$ cat src/rtl/exhaustive_sweep_capture.sv
// rtl/exhaustive_sweep_capture.sv - exhaustive input sweep driver with capture stream, MISR and ones count
module exhaustive_sweep_capture #(
   parameter int                N_IN   = 5,
   parameter int                N_OUT  = 1,
   parameter int                SETTLE = 1,
   parameter int                SIG_W  = 16,
   parameter logic [SIG_W-1:0]  POLY   = 16'h1021,
   parameter logic [SIG_W-1:0]  SEED   = 16'h0000
) (
   input  logic                              CK,
   input  logic                              reset,
   input  logic                              start,
   input  logic                              abort,
   output logic [N_IN-1:0]                   vec_out,
   output logic                              vec_valid,
   input  logic [N_OUT-1:0]                  resp_in,
   output logic                              cap_valid,
   input  logic                              cap_ready,
   output logic [N_IN-1:0]                   cap_vec,
   output logic [N_OUT-1:0]                  cap_resp,
   output logic                              busy,
   output logic                              done,
   output logic [SIG_W-1:0]                  signature,
   output logic [N_IN+$clog2(N_OUT+1)-1:0]   ones_cnt
);

   localparam int CNT_W = N_IN + $clog2(N_OUT + 1);
   localparam int SCW   = (SETTLE > 1) ? $clog2(SETTLE) : 1;
   localparam logic [SCW-1:0] SETTLE_LAST = SCW'(SETTLE - 1);

   typedef enum logic [2:0] {
      ST_IDLE,
      ST_APPLY,
      ST_SAMPLE,
      ST_EMIT,
      ST_DONE
   } state_t;

   state_t           state;
   logic [SCW-1:0]   settle_cnt;
   logic [SIG_W-1:0] misr_next;
   logic [CNT_W-1:0] resp_ones;

   function automatic logic [CNT_W-1:0] popcount(input logic [N_OUT-1:0] v);
      logic [CNT_W-1:0] n;
      n = '0;
      for (int i = 0; i < N_OUT; i++) begin
         n = n + CNT_W'(v[i]);
      end
      return n;
   endfunction

   always_comb begin
      misr_next = {signature[SIG_W-2:0], 1'b0}
                ^ (signature[SIG_W-1] ? POLY : '0)
                ^ SIG_W'(resp_in);
      resp_ones = popcount(resp_in);
   end

   always_ff @(posedge CK or negedge reset) begin
      if (!reset) begin
         state      <= ST_IDLE;
         settle_cnt <= '0;
         vec_out    <= '0;
         vec_valid  <= 1'b0;
         cap_valid  <= 1'b0;
         cap_vec    <= '0;
         cap_resp   <= '0;
         busy       <= 1'b0;
         done       <= 1'b0;
         signature  <= SEED;
         ones_cnt   <= '0;
      end else if (abort && state != ST_IDLE) begin
         // partial signature and count are kept for inspection after an abort
         state     <= ST_IDLE;
         vec_out   <= '0;
         vec_valid <= 1'b0;
         cap_valid <= 1'b0;
         busy      <= 1'b0;
         done      <= 1'b0;
      end else begin
         case (state)
            ST_IDLE, ST_DONE: begin
               if (start) begin
                  vec_out    <= '0;
                  signature  <= SEED;
                  ones_cnt   <= '0;
                  settle_cnt <= '0;
                  done       <= 1'b0;
                  vec_valid  <= 1'b1;
                  busy       <= 1'b1;
                  state      <= ST_APPLY;
               end
            end
            ST_APPLY: begin
               if (settle_cnt == SETTLE_LAST) begin
                  state <= ST_SAMPLE;
               end else begin
                  settle_cnt <= settle_cnt + 1'b1;
               end
            end
            ST_SAMPLE: begin
               cap_vec   <= vec_out;
               cap_resp  <= resp_in;
               signature <= misr_next;
               ones_cnt  <= ones_cnt + resp_ones;
               cap_valid <= 1'b1;
               state     <= ST_EMIT;
            end
            ST_EMIT: begin
               if (cap_ready) begin
                  cap_valid <= 1'b0;
                  if (&vec_out) begin
                     done      <= 1'b1;
                     busy      <= 1'b0;
                     vec_valid <= 1'b0;
                     state     <= ST_DONE;
                  end else begin
                     vec_out    <= vec_out + 1'b1;
                     settle_cnt <= '0;
                     state      <= ST_APPLY;
                  end
               end
            end
            default: state <= ST_IDLE;
         endcase
      end
   end

endmodule

$ cat config.mk
export PLATFORM = sky130hd
export DESIGN_NAME = exhaustive_sweep_capture
export DESIGN_NICKNAME = d
export VERILOG_FILES = /design/src/rtl/exhaustive_sweep_capture.sv
export SDC_FILE = /design/constraint.sdc
export NUM_CORES = 1
export LEC_CHECK = 0
export CORE_ASPECT_RATIO = 1.25
export CORE_MARGIN = 1.5
export CORE_UTILIZATION = 53
export DETAILED_ROUTE_END_ITERATION = 6
export MAX_ROUTING_LAYER = met4
export PLACE_DENSITY = 0.84
export RECOVER_POWER = 25
export SETUP_SLACK_MARGIN = 0.5
export SYNTH_ARGS = -nofsm -noshare
export SYNTH_HDL_FRONTEND = slang
export SYNTH_SLANG_ARGS = --single-unit
$ cat constraint.sdc
create_clock -name CK -period 3.4 [get_ports CK]
set_input_delay 0.68 -clock CK [delete_from_list [all_inputs] [get_ports CK]]
set_output_delay 0.68 -clock CK [all_outputs]
set_load 0.02 [all_outputs]
Word level (Yosys, flattened, before mapping)
Cells that the tools add are included.

Register bits after elaboration: 40. Input bits: 6. Output and inout port bits: 37. Logic and storage cells: 77.

Add/sub/neg operators: 3. Eq/ne operators: 12. Muxes and demuxes: 33. Bitwise gates (word level): 3. Reductions and logical operators: 16.

Operator list (number): $pmux 16 s2 (1); $mux 5 (4); $mux 16 (1); $xor 16x1->16 (1); $xor 16x13->16 (1); $mux 3 (5); $ne 3x3->1 const B (5); $mux 1 (13); $mux 13 (1); $pmux 3 s4 (1); $pmux 6 s2 (1); $reduce_bool 3->1 (4); $pmux 5 s2 (1); $reduce_and 5->1 (2); $reduce_and 4->1 (2); $add 6x1->6 (1); $eq 3x2->1 const B (2); $mux 6 (1); $ne 2x2->1 const B (3); $pmux 1 s2 (3); $reduce_and 3->1 (2); $add 5x1->5 const B (1); $reduce_and 2->1 (2); $eq 3x1->1 const B (1); 8 further kinds (8).

Depth between registers and ports, before layout
Word-level depth: 5. Gate-level depth with buffers: 7.

Worst setup path before layout
No wires, ideal clock.

Kind: input-to-reg. From: input port abort. To: register cap_resp. Arrival: 1760 ps. Setup slack: 1515 ps. Stages on the path: 5. Path through: buf_2 or3b_4 nor2_4 buf_6 mux2_2.

Word-level cells in the longest chain between the ends: 3.

Ends and longest elaborated chain: from (decl) (RTL line 13) `input logic abort,`; $logic_and 1x1->1 (RTL line 73) `end else if (abort && state != ST_IDLE) begin`; $not 1->1 (no line); $reduce_and 2->1 (no line); to (signal assigned) (RTL line 104) `cap_resp <= resp_in;`; to (decl) (RTL line 20) `output logic [N_OUT-1:0] cap_resp,`.

Every way passes these cells. A chain may end at the register's enable or synchronous reset.

Worst setup path after layout
From: input port abort. To: register signature[14].

Word-level cells in the longest chain between the ends: 3.

Ends and longest elaborated chain: $logic_and 1x1->1 (RTL line 73); $not 1->1 (no line); $reduce_and 3->1 (no line); to (signal assigned) (RTL line 105) `signature <= misr_next;`; to (decl) (RTL line 23) `output logic [SIG_W-1:0] signature,`.

Every way passes these cells.

==> qor.yml <==
ctsHtreeMaxLevel: 2
synth_compound_area_share_pct: 20.4
synth_cell_types: 43
reg2reg_depth: 6
io_buffers: 42
synth_fa_ha_area_share_pct: 3.37
area_growth_pct: 28.6
io_pins: 43
numClockSinks: 39
drv_slew: 40
route.met2.wl_um: 1960
ys.flop_type: "dfrtp_1"
finalHoldViolCount: 0
cts_buffer_depth: 2
fp.dieW_um: 56.0
dr.max_layer_used: "met4"
grt_pass1_wl_um: 7020
synth.most_common_cell: "dfrtp_1"
critPathTopFamily: "buffers and inverters"
relSlewSlack_pct: -30.8
critical_path_required_ns: 3.64
hold_path.class: "flip-flop to flip-flop"
max_cap_viol_count: 1
r2r_end: "vec_out[3]"
violations: "capacitance limit, slew limit"
clk-insertion-delay-late_ns: 0.30
cp_cell_sequence: "clkdlybuf4s50_1 -> or3b_4 -> nor2_4 -> buf_4 -> a22o_1"
worstReg2RegStart: "vec_out[0]"
reg2reg_slack_ns: 1.53
met1_length_um: 1670
setup_tns_ns: 0
tightest_slew_ns: 1.96
start_kind: "input pin"
crit_buf_inv: 2
crit_slowest_cell: "clkdlybuf4s50_1"
nNetsFinal: 203
drc_errors: 0
syn_area_per_cell_um2: 12.2
dr_total_vias: 1379
min_path_cells: 1
cts_inserted_buffers: 5
vdd_ir_drop_max_mv: 0.528
cts_resized: 0
synth_top_family_by_area: "compound AO/OA/AOI/OAI gates"
yosys_warnings: 0
drt-vias-per-instance: 6.00
yosysSeqAreaShare_pct: 52.5
ys_seq_elements: 39
cts_root_buffer: "clkbuf_8"
setup_viol_count_final: 0
syn_inst: 152
leakagePower_nw: 1.08
yosys-top-cells-area: "dfrtp_1 (53%), a22o_1 (11%), mux2_2 (4.2%)"
postCtsSetupBuffers: 0
muxShareOfSynthArea_pct: 4.78
cts_hold_buf: 0
coreArea_um2: 3280
ys_top_cells_by_count: "dfrtp_1 (39), a22o_1 (24), mux2_2 (7)"
pwr_density_cell_nw_per_um2: 618
finalWirelength_um: 3900
antenna_found_initial: 0
num_rows: 23
fmax_ghz: 0.452
grt_max_degree: 40
antenna_cells: 0
overflow: 0
synthXorXnorAreaFrac_pct: 2.36
syn_nets: 163
period_share_pct: 65.1
grt_pass1_vias: 1446
final_cell_count_no_fill: 230
critical_path_arrival_ns: 2.45
die_area_um2: 3870
synthSimpleGateAreaFrac_pct: 11.6
routedWlPerCell_um: 17.0
cp-end-kind: "flip-flop"
dr.pass1.iters: 4
holdPathEnd: "cap_vec[1]"
synth_enable_flop_cells: 0
cts_tree: "built"
hold_path.startpoint: "cap_vec[1]"
wl_met3_um: 179
dieHeight_um: 69.2
fin_crit_ns: 2.21
drt_iter0_markers: 60
async_reset_ff_share_pct: 100
finalClockSkew_ns: 0.00779
ant_nets: 0
utilization_pct: 72.8
synth_top_cell_by_area: "dfrtp_1"
clk_pin_slew_worst_paths_ns: 0.07
crit_fanout: 17
start_util_pct: 56.6
placed_cells: 222
gp_congestion: 0.762
slowest_delay_ns: 0.55
status: "finished, violations left"
syn_area_um2: 1860
rsz0062_at_grt: "no"
synth_top_area_share_pct: 52.5
drive_gt1_share_pct: 13.0
crit_type: "input pin to flip-flop"
dp_hpwl_um: 2730
grt_use_total_pct: 23.8
-- flip-flops by register name, summed over array words and instances (netlist names) --
| signal | count |
|---|---|
| ones_cnt | 6 |
| signature | 16 |
| cap_valid | 1 |
| state | 3 |
| cap_vec | 5 |
| done | 1 |
| cap_resp | 1 |
| busy | 1 |
| vec_out | 5 |
-- stage by stage --
stage          hold WS (ns)  total power, W  setup WS [ns]  cell area, µm²
2_1_floorplan         0.384        0.000892           1.52            1860
3_3_place_gp          0.498         0.00100          0.942            2250
3_5_place_dp          0.512         0.00102          0.870            2250
4_1_cts               0.498         0.00148           1.19            2390
5_1_grt               0.544         0.00155          0.782            2390
6_report              0.526         0.00148           1.19            2390
-- metal layers --
| metal | track usage [%] | vias to the layer above |
|---|---|---|
| met3 | 5.04 | 8 |
| met5 | - | - |
| met4 | 11.6 | 0 |
| li1 | - | 646 |
| met1 | 30.3 | 683 |
| met2 | 36.2 | 42 |
-- power by group --
group / internal [W] / total (W) / switching, W / leakage, nW
Combinational: 0.000199 / 0.000424 / 0.000225 / 0.482
Clock: 0.000293 / 0.000463 / 0.000171 / 0.0644
Sequential: 0.000513 / 0.000589 / 0.0000755 / 0.533
Total: 0.00100 / 0.00148 / 0.000471 / 1.08
-- how the worst max path moves through the flow --
stage,start,slack [ns],cells after the start,end
after floorplan,abort,1.52,5,cap_resp
after global placement,abort,0.94,4,cap_vec[2]
after detailed placement,abort,0.87,5,signature[9]
after CTS,abort,1.19,5,signature[14]
after global routing,reset,0.78,1,ones_cnt[1]
final,abort,1.19,5,signature[14]
-- layout make-up --
type	count	area, µm²
clock buffer	5	68.8
clock inverter	3	67.6
fill	256	892
inverter	3	11.3
multi-input combinational	99	790
sequential	39	976
tap	37	46.3
timing repair buffer	44	429
-- cell families after synthesis --
| kind of cell | Yosys count |
|---|---|
| buffers and inverters | 14 |
| AOI/OAI and AO/OA | 49 |
| adders and majority gates | 5 |
| DFF | 39 |
| xor gates and xnor gates | 5 |
| muxes | 8 |
| and+or+nand+nor | 32 |
-- cells in the final DEF (no fill, tap or decap), types with 4 or more instances in the layout --
cell type and count:
nand3_1 4, nand2_1 4, mux2_2 7, a22o_1 24, clkbuf_8 5, a21oi_1 5
nor2_1 5, clkdlybuf4s50_1 41, ha_1 5, dfrtp_1 39, o21ai_0 6
Power figures use the tool's default switching activity.
